==> src/rtl/seg_scan_reader_pkg.sv <==
// seg_scan_reader_pkg: glyph table, scan FSM states and decoded-digit record
package seg_scan_reader_pkg;
  localparam logic [6:0] GLYPH_0 = 7'b1000000;
  localparam logic [6:0] GLYPH_1 = 7'b1111001;
  localparam logic [6:0] GLYPH_2 = 7'b0100100;
  localparam logic [6:0] GLYPH_3 = 7'b0110000;
  localparam logic [6:0] GLYPH_4 = 7'b0011001;
  localparam logic [6:0] GLYPH_5 = 7'b0010010;
  localparam logic [6:0] GLYPH_6 = 7'b0000010;
  localparam logic [6:0] GLYPH_7 = 7'b1111000;
  localparam logic [6:0] GLYPH_8 = 7'b0000000;
  localparam logic [6:0] GLYPH_9 = 7'b0010000;
  localparam logic [6:0] GLYPH_A = 7'b0001000;
  localparam logic [6:0] GLYPH_B = 7'b0000011;
  localparam logic [6:0] GLYPH_C = 7'b1000110;
  localparam logic [6:0] GLYPH_D = 7'b0100001;
  localparam logic [6:0] GLYPH_E = 7'b0000110;
  localparam logic [6:0] GLYPH_F = 7'b0001110;
  localparam logic [15:0][6:0] GLYPHS = {GLYPH_F, GLYPH_E, GLYPH_D, GLYPH_C, GLYPH_B, GLYPH_A, GLYPH_9, GLYPH_8,
                                         GLYPH_7, GLYPH_6, GLYPH_5, GLYPH_4, GLYPH_3, GLYPH_2, GLYPH_1, GLYPH_0};
  typedef enum logic [1:0] {IDLE, SETTLING, SAMPLED} scan_state_e;
  typedef struct packed {
    logic       err;
    logic [3:0] nibble;
  } seg_val_t;
endpackage

==> src/rtl/seg_glyph_match.sv <==
// seg_glyph_match: active-low 7-segment pattern to {err, nibble}; unknown patterns give err=1, nibble=0
module seg_glyph_match
  import seg_scan_reader_pkg::*;
(
  input  logic [6:0] seg_n_i,
  output seg_val_t   val_o
);
  always_comb begin
    val_o = '{err: 1'b1, nibble: 4'd0};
    for (int i = 0; i < 16; i++)
      if (seg_n_i == GLYPHS[i]) val_o = '{err: 1'b0, nibble: 4'(i)};
  end
endmodule

==> src/rtl/seg_scan_reader.sv <==
// seg_scan_reader: samples a multiplexed active-low 7-segment bus, debounces each digit
// over several scans and streams accepted digit changes over valid/ready.
module seg_scan_reader
  import seg_scan_reader_pkg::*;
#(
  parameter int NUM_DIGITS   = 4,
  parameter int SETTLE       = 4,
  parameter int STABLE_SCANS = 3
) (
  input  logic                    clk,
  input  logic                    reset_n,
  input  logic [6:0]              seg_n,
  input  logic [NUM_DIGITS-1:0]   dig_n,
  output logic                    out_valid,
  input  logic                    out_ready,
  output logic [2:0]              out_digit,
  output logic [3:0]              out_nibble,
  output logic                    out_err,
  output logic [4*NUM_DIGITS-1:0] disp_value,
  output logic [NUM_DIGITS-1:0]   disp_err
);
  localparam int IW = NUM_DIGITS > 1 ? $clog2(NUM_DIGITS) : 1;
  localparam int SW = SETTLE > 1 ? $clog2(SETTLE) : 1;
  localparam logic [3:0] FULL = 4'(STABLE_SCANS);
  scan_state_e                 state_q;
  logic [SW-1:0]               settle_q;
  logic [NUM_DIGITS-1:0]       dig_q, seen_q, seen_d, pend_q, pend_d, acc, clr, avail;
  seg_val_t [NUM_DIGITS-1:0]   cand_q, cand_d, disp_q, disp_d;
  logic [NUM_DIGITS-1:0][3:0]  agree_q, agree_d;
  logic [IW-1:0]               smp_idx, nxt, digit_q, digit_d;
  logic                        valid_q, valid_d, dig_chg, smp_fire;
  seg_val_t                    smp;
  seg_glyph_match u_match (.seg_n_i(seg_n), .val_o(smp));
  assign dig_chg  = dig_n != dig_q;
  assign smp_fire = state_q == SETTLING && !dig_chg && settle_q == SW'(SETTLE - 1);
  always_comb begin
    smp_idx = '0;
    for (int i = NUM_DIGITS - 1; i >= 0; i--) if (!dig_n[i]) smp_idx = IW'(i);
    cand_d  = cand_q;
    agree_d = agree_q;
    disp_d  = disp_q;
    seen_d  = seen_q;
    acc     = '0;
    if (smp_fire) begin
      cand_d[smp_idx]  = smp;
      agree_d[smp_idx] = cand_q[smp_idx] != smp ? 4'd1 :
                         agree_q[smp_idx] == FULL ? FULL : agree_q[smp_idx] + 4'd1;
      // seen_q forces the first acceptance even when the value equals the reset contents
      if (agree_d[smp_idx] == FULL && (!seen_q[smp_idx] || disp_q[smp_idx] != smp)) begin
        acc[smp_idx]    = 1'b1;
        disp_d[smp_idx] = smp;
        seen_d[smp_idx] = 1'b1;
      end
    end
    clr = '0;
    if (valid_q && out_ready) clr[digit_q] = 1'b1;
    avail  = pend_q & ~clr;
    pend_d = avail | acc;
    nxt    = '0;
    for (int i = NUM_DIGITS - 1; i >= 0; i--) if (avail[i]) nxt = IW'(i);
    valid_d = valid_q;
    digit_d = digit_q;
    if (!valid_q || out_ready) begin
      valid_d = |avail;
      digit_d = |avail ? nxt : digit_q;
    end
  end
  always_ff @(posedge clk) begin
    if (!reset_n) begin
      state_q  <= IDLE;
      settle_q <= '0;
      dig_q    <= '1;
      cand_q   <= '0;
      agree_q  <= '0;
      disp_q   <= '0;
      seen_q   <= '0;
      pend_q   <= '0;
      valid_q  <= 1'b0;
      digit_q  <= '0;
    end else begin
      dig_q <= dig_n;
      if (dig_chg) state_q <= IDLE;
      else
        case (state_q)
          IDLE: if ($onehot(~dig_n)) begin
            state_q  <= SETTLING;
            settle_q <= '0;
          end
          SETTLING: begin
            settle_q <= settle_q + SW'(1);
            if (smp_fire) state_q <= SAMPLED;
          end
          default: ;
        endcase
      cand_q  <= cand_d;
      agree_q <= agree_d;
      disp_q  <= disp_d;
      seen_q  <= seen_d;
      pend_q  <= pend_d;
      valid_q <= valid_d;
      digit_q <= digit_d;
    end
  end
  for (genvar i = 0; i < NUM_DIGITS; i++) begin : g_disp
    assign disp_value[4*i +: 4] = disp_q[i].nibble;
    assign disp_err[i]          = disp_q[i].err;
  end
  assign out_valid  = valid_q;
  assign out_digit  = 3'(digit_q);
  assign out_nibble = disp_q[digit_q].nibble;
  assign out_err    = disp_q[digit_q].err;
endmodule

==> config.mk <==
export PLATFORM = sky130hd
export DESIGN_NAME = seg_scan_reader
export DESIGN_NICKNAME = d
export VERILOG_FILES = /design/src/rtl/seg_scan_reader_pkg.sv /design/src/rtl/seg_glyph_match.sv /design/src/rtl/seg_scan_reader.sv
export SDC_FILE = /design/constraint.sdc
export NUM_CORES = 1
export LEC_CHECK = 0
export CAP_MARGIN = 20
export CORE_ASPECT_RATIO = 0.7
export CORE_MARGIN = 3
export CORE_UTILIZATION = 45
export DETAILED_ROUTE_END_ITERATION = 8
export PLACE_DENSITY = 0.68
export RECOVER_POWER = 50
export SYNTH_ARGS = -nofsm -noshare
export SYNTH_HDL_FRONTEND = slang
export SYNTH_HIERARCHICAL = 1
export SYNTH_SLANG_ARGS = --single-unit
==> constraint.sdc <==
create_clock -name clk -period 4.57 [get_ports clk]
set_clock_uncertainty 0.2 [all_clocks]
set_input_delay 0.914 -clock clk [delete_from_list [all_inputs] [get_ports clk]]
set_output_delay 0.914 -clock clk [all_outputs]
set_load 0.05 [all_outputs]
==> impl_table.tex <==
\begin{tabular}{lr}
\hline
Metric & Value \\
\hline
\multicolumn{2}{l}{\textbf{Run status}} \\
\quad Violated checks & max-capacitance violations, max-slew violations \\
\quad Run status & complete, but fails checks \\
\multicolumn{2}{l}{\textbf{Clock network}} \\
\quad Clock Tree Root & clkbuf\_16 \\
\quad Total clock sinks & 75 \\
\quad CTS tree & yes \\
\quad H-tree lvl count & 3 \\
\quad Hold\_buf cts & 0 \\
\quad Clock transition at the registers of the reported paths & 0.05 ns \\
\quad Num CTS Buffers & 9 \\
\quad Quantity of gates resized following cts & 0 \\
\quad Clock latency of the later-clocked register in the worst-skew pair & between 0.3 and 0.4 ns \\
\quad Post-CTS setup-driven buffer insertion count & 0 \\
\quad Maximum number of buffers from clock root to sink & 2 \\
\multicolumn{2}{l}{\textbf{Place}} \\
\quad Number of input and output port buffers inserted & roughly 40 \\
\quad Routability Congestion & 0.861 \\
\quad Final HPWL from detailed placement & roughly 8400 um \\
\quad Setup Slack @ Placement & $\sim$0.22 ns \\
\quad Post-DP Area & $\sim$0.005 mm\^{}2 \\
\multicolumn{2}{l}{\textbf{STA}} \\
\quad Least-Margin Pin Slew & a little under 2 ns \\
\quad Fin. Hold Viols & 0 \\
\quad Fin worst setup slack & around 0.54 ns \\
\quad Final count of negative-setup-slack endpoints & 0 \\
\quad Portion of the clock cycle consumed by the worst path in the final layout & approximately 88\% \\
\quad Fin. max-slew vios & 46 \\
\quad Unrepaired setup endpoints after global routing & false \\
\quad Setup tns final & 0 ns \\
\quad Final min period & approximately 4 ns \\
\quad Highest clock rate & between 0.2 and 0.25 GHz \\
\quad Slew margin rel. & -30.0\% \\
\multicolumn{2}{l}{\textbf{Routing}} \\
\quad Number of design rule violations left after detail routing & 0 \\
\quad Average wire per cell in the routed design & around 17 um \\
\quad Number of routed nets with antenna violations & 0 \\
\quad Count of routing violations after the opening detailed-route iteration & approximately 360 \\
\quad Final wirelength & around 12,000 um \\
\quad Vias after detailed routing & a little under 4k \\
\quad Pre-Repair DR Iteration Count & 7 \\
\quad Via/cell ratio & between 5 and 6 \\
\multicolumn{2}{l}{\textbf{Flow run}} \\
\quad Max cap viols & 1 \\
\multicolumn{2}{l}{\textbf{Global routing}} \\
\quad Number of antenna violations at the first check in global routing & 0 \\
\quad Global routing usage on met2 & 33.3\% \\
\quad Largest net degree at the start of global routing & 46 \\
\quad Met3 usage in global routing & 5.50\% \\
\quad Global-route wire length before repair & between 15,000 and 20,000 um \\
\quad Most used routing layer in global routing & met2 \\
\quad Global routing met1 resource utilization & 33.2\% \\
\quad Total global routing overflow & 0 \\
\quad GRT Util Overall & 22.5\% \\
\quad Number of global-route vias before repair & about 3.6k \\
\multicolumn{2}{l}{\textbf{Critical path}} \\
\quad Kind of end point of the critical path & register \\
\quad Kind of cell adding the most delay to the critical path & simple AND/OR/NAND/NOR gates \\
\quad Highest-delay cell along the critical path & clkdlybuf4s50\_1 \\
\quad Cells on worst reg2reg path & 11 \\
\quad Type of the setup path with the least slack & primary input to register \\
\quad Number of gates on the worst path with buffers counted & 12 \\
\quad Maximum cell stage delay along the critical path & $\sim$0.6 ns \\
\quad Maximum net fanout on the critical path & 5 \\
\quad Critical path data arrival time & 4.09 ns \\
\quad Crit path buffers/inverters & 3 \\
\quad Data required time at the worst endpoint & 4.63 ns \\
\quad Startpoint type of the worst setup path & primary input \\
\quad Critical Path, Cell by Cell & clkdlybuf4s50\_1 -> nand3\_2 -> and2\_1 -> o22a\_1 -> ha\_1 -> inv\_1 -> a221oi\_1 -> maj3\_1 -> nand2\_2 -> nor4b\_4 -> buf\_4 -> mux2i\_1 \\
\multicolumn{2}{l}{\textbf{Finish}} \\
\quad Leading cell type in the layout, fill and taps excluded & dfxtp\_1 \\
\quad Core Util, Final & between 50\% and 60\% \\
\quad Total non-filler cell area in the finished layout & 0.00526 mm\^{}2 \\
\quad Antenna Cells & 0 \\
\quad Top library cells by usage in the layout, fill and taps aside & 75 x dfxtp\_1, 65 x nand2\_1, 43 x nor2\_1, 37 x a21oi\_1, 31 x mux2i\_1 \\
\quad Final nets & about 570 \\
\quad Relative area change from synthesis to final layout & 20.3\% \\
\quad Fraction of final layout cells sized beyond drive strength 1 & $\sim$12\% \\
\multicolumn{2}{l}{\textbf{Logic synthesis}} \\
\quad Fraction of the yosys area taken by sequential cells & approximately 34\% \\
\quad Cell count after synthesis & approximately 510 \\
\quad Share of flip-flops with an asynchronous set or reset after synthesis & 0\% \\
\quad Number of flops mapped to enable cells by yosys & 0 \\
\quad Synthesis Warnings & 6 \\
\quad Synth cell types & between 70 and 80 \\
\quad Post-synth design cell area & about 0.0044 mm\^{}2 \\
\quad Syn Area/Cell & about 8.5 um\^{}2 \\
\quad Flops \& latches, synth & 75 \\
\quad Net count after synthesis & approximately 530 \\
\quad Most instantiated flip-flop cell in the synthesis netlist & dfxtp\_1 \\
\multicolumn{2}{l}{\textbf{Hold path}} \\
\quad Hold Path Class & register to register \\
\quad Cell depth of the worst hold path & 2 \\
\multicolumn{2}{l}{\textbf{Power and ir drop}} \\
\quad Power spent charging and discharging nets & about 0.36 mW \\
\quad Clock group share of total power & 48.2\% \\
\quad Power per unit of standard cell area & roughly 300 mW/mm\^{}2 \\
\quad Flop pwr share & a little over two fifths \\
\quad Static leakage power & approximately 1.9 nW \\
\quad Peak ir drop on the vdd network & about 180 uV \\
\quad Internal power contribution & about 1.2 mW \\
\quad Fraction of power spent switching nets & $\sim$23\% \\
\quad Combinational cell fraction of total power & between 10\% and 20\% \\
\multicolumn{2}{l}{\textbf{Die}} \\
\quad Die Span Y & around 88 um \\
\quad Core outline area & between 0.009 and 0.01 mm\^{}2 \\
\quad Initial standard-cell utilization of the core & 47.2\% \\
\quad Die boundary width & between 100 and 150 um \\
\quad \# IOs & 43 \\
\quad Floorplan die area & 0.0109 mm\^{}2 \\
\quad Row count & 29 \\
\hline
\end{tabular}
==> kinds of logic (layout without fill, tap and decap cells) <==
kind of cell | Yosys count | in the layout | synth area share (%)
muxes | 38 | 38 | 10.5
AOI/OAI and AO/OA | 118 | 118 | 18.2
DFF | 75 | 75 | 34.4
xor gates and xnor gates | 13 | 13 | 2.61
other | 1 | 1 | 0.0858
buffers and inverters | 54 | 99 | 6.30
and+or+nand+nor | 208 | 208 | 26.1
adders and majority gates | 6 | 6 | 1.83
==> power by group through the flow <==
stage | sequential (mW) | clock (mW) | combinational (mW)
global route | 0.657 | 0.801 | 0.173
detailed placement | 0.671 | 0 | 0.157
floorplan | 0.671 | 0 | 0.111
CTS | 0.657 | 0.770 | 0.158
global placement | 0.671 | 0 | 0.154
finish | 0.657 | 0.758 | 0.159
==> worst reg2reg max path: cells and delay by family (launching register included) <==
kind	cells	cell delay, ns
compound gates	3	0.65
simple gates	2	0.49
buf+inv	3	0.34
fa+ha+maj	2	0.55
mux	1	0.19
flops	1	0.31
==> area by class of cell <==
class | instances | area [um^2]
clock buffer | 12 | 256
clock inverter | 2 | 60.1
fill | 868 | 4000
inverter | 17 | 63.8
multi-input combinational | 384 | 2610
sequential | 75 | 1500
tap | 124 | 155
timing repair buffer | 68 | 607
==> state kept, by name, summed over array words and instances (netlist names), 4 cells and up <==
signal and flops:
dig_q 4, cand_q 20, seen_q 4, pend_q 4, agree_q 16, disp_value 16, disp_err 4
==> per-layer routing <==
| metal | vias up | share of wire (%) |
|---|---|---|
| met5 | - | 0 |
| met4 | 0 | 0.63 |
| met3 | 8 | 5.5 |
| met2 | 100 | 44 |
| met1 | 1858 | 50 |
| li1 | 1909 | - |
==> synthesized netlist by cell type (5+ instances only) <==
cell,number,area (um^2)
dfxtp_1,75,1500
nand2_1,65,244
nor2_1,43,161
a21oi_1,37,185
mux2i_1,31,310
nand2b_1,19,119
inv_1,17,63.8
nand3_1,17,85.1
o21ai_0,15,75.1
buf_2,13,65.1
clkbuf_1,13,48.8
o21a_1,11,82.6
nand3b_1,10,75.1
xor2_1,7,61.3
a31oi_1,6,37.5
nor2b_1,6,37.5
xnor2_1,6,52.6
a211oi_1,5,37.5
and2_1,5,31.3
buf_4,5,37.5
buf_6,5,56.3
mux4_2,5,113
nor3b_1,5,37.5
o21ai_1,5,25.0
or3_1,5,31.3
==> stage by stage <==
step / power (mW) / instances / hold slack [ns]
floorplan: 0.782 / 513 / 0.229
global placement: 0.826 / 668 / 0.240
detailed placement: 0.828 / 668 / 0.248
CTS: 1.59 / 682 / 0.255
global route: 1.63 / 682 / 0.277
finish: 1.57 / 682 / 0.254
==> worst paths after layout <==
check	to	from	slack, ns
worst min-delay path	cand_q[3]	cand_q[3]	0.25
worst max-delay path	disp_value[3]	dig_n[2]	0.54
worst max register to register	disp_value[3]	agree_q[4]	1.75
worst min register to register	cand_q[3]	cand_q[3]	0.25
Power figures use the tool's default switching activity.
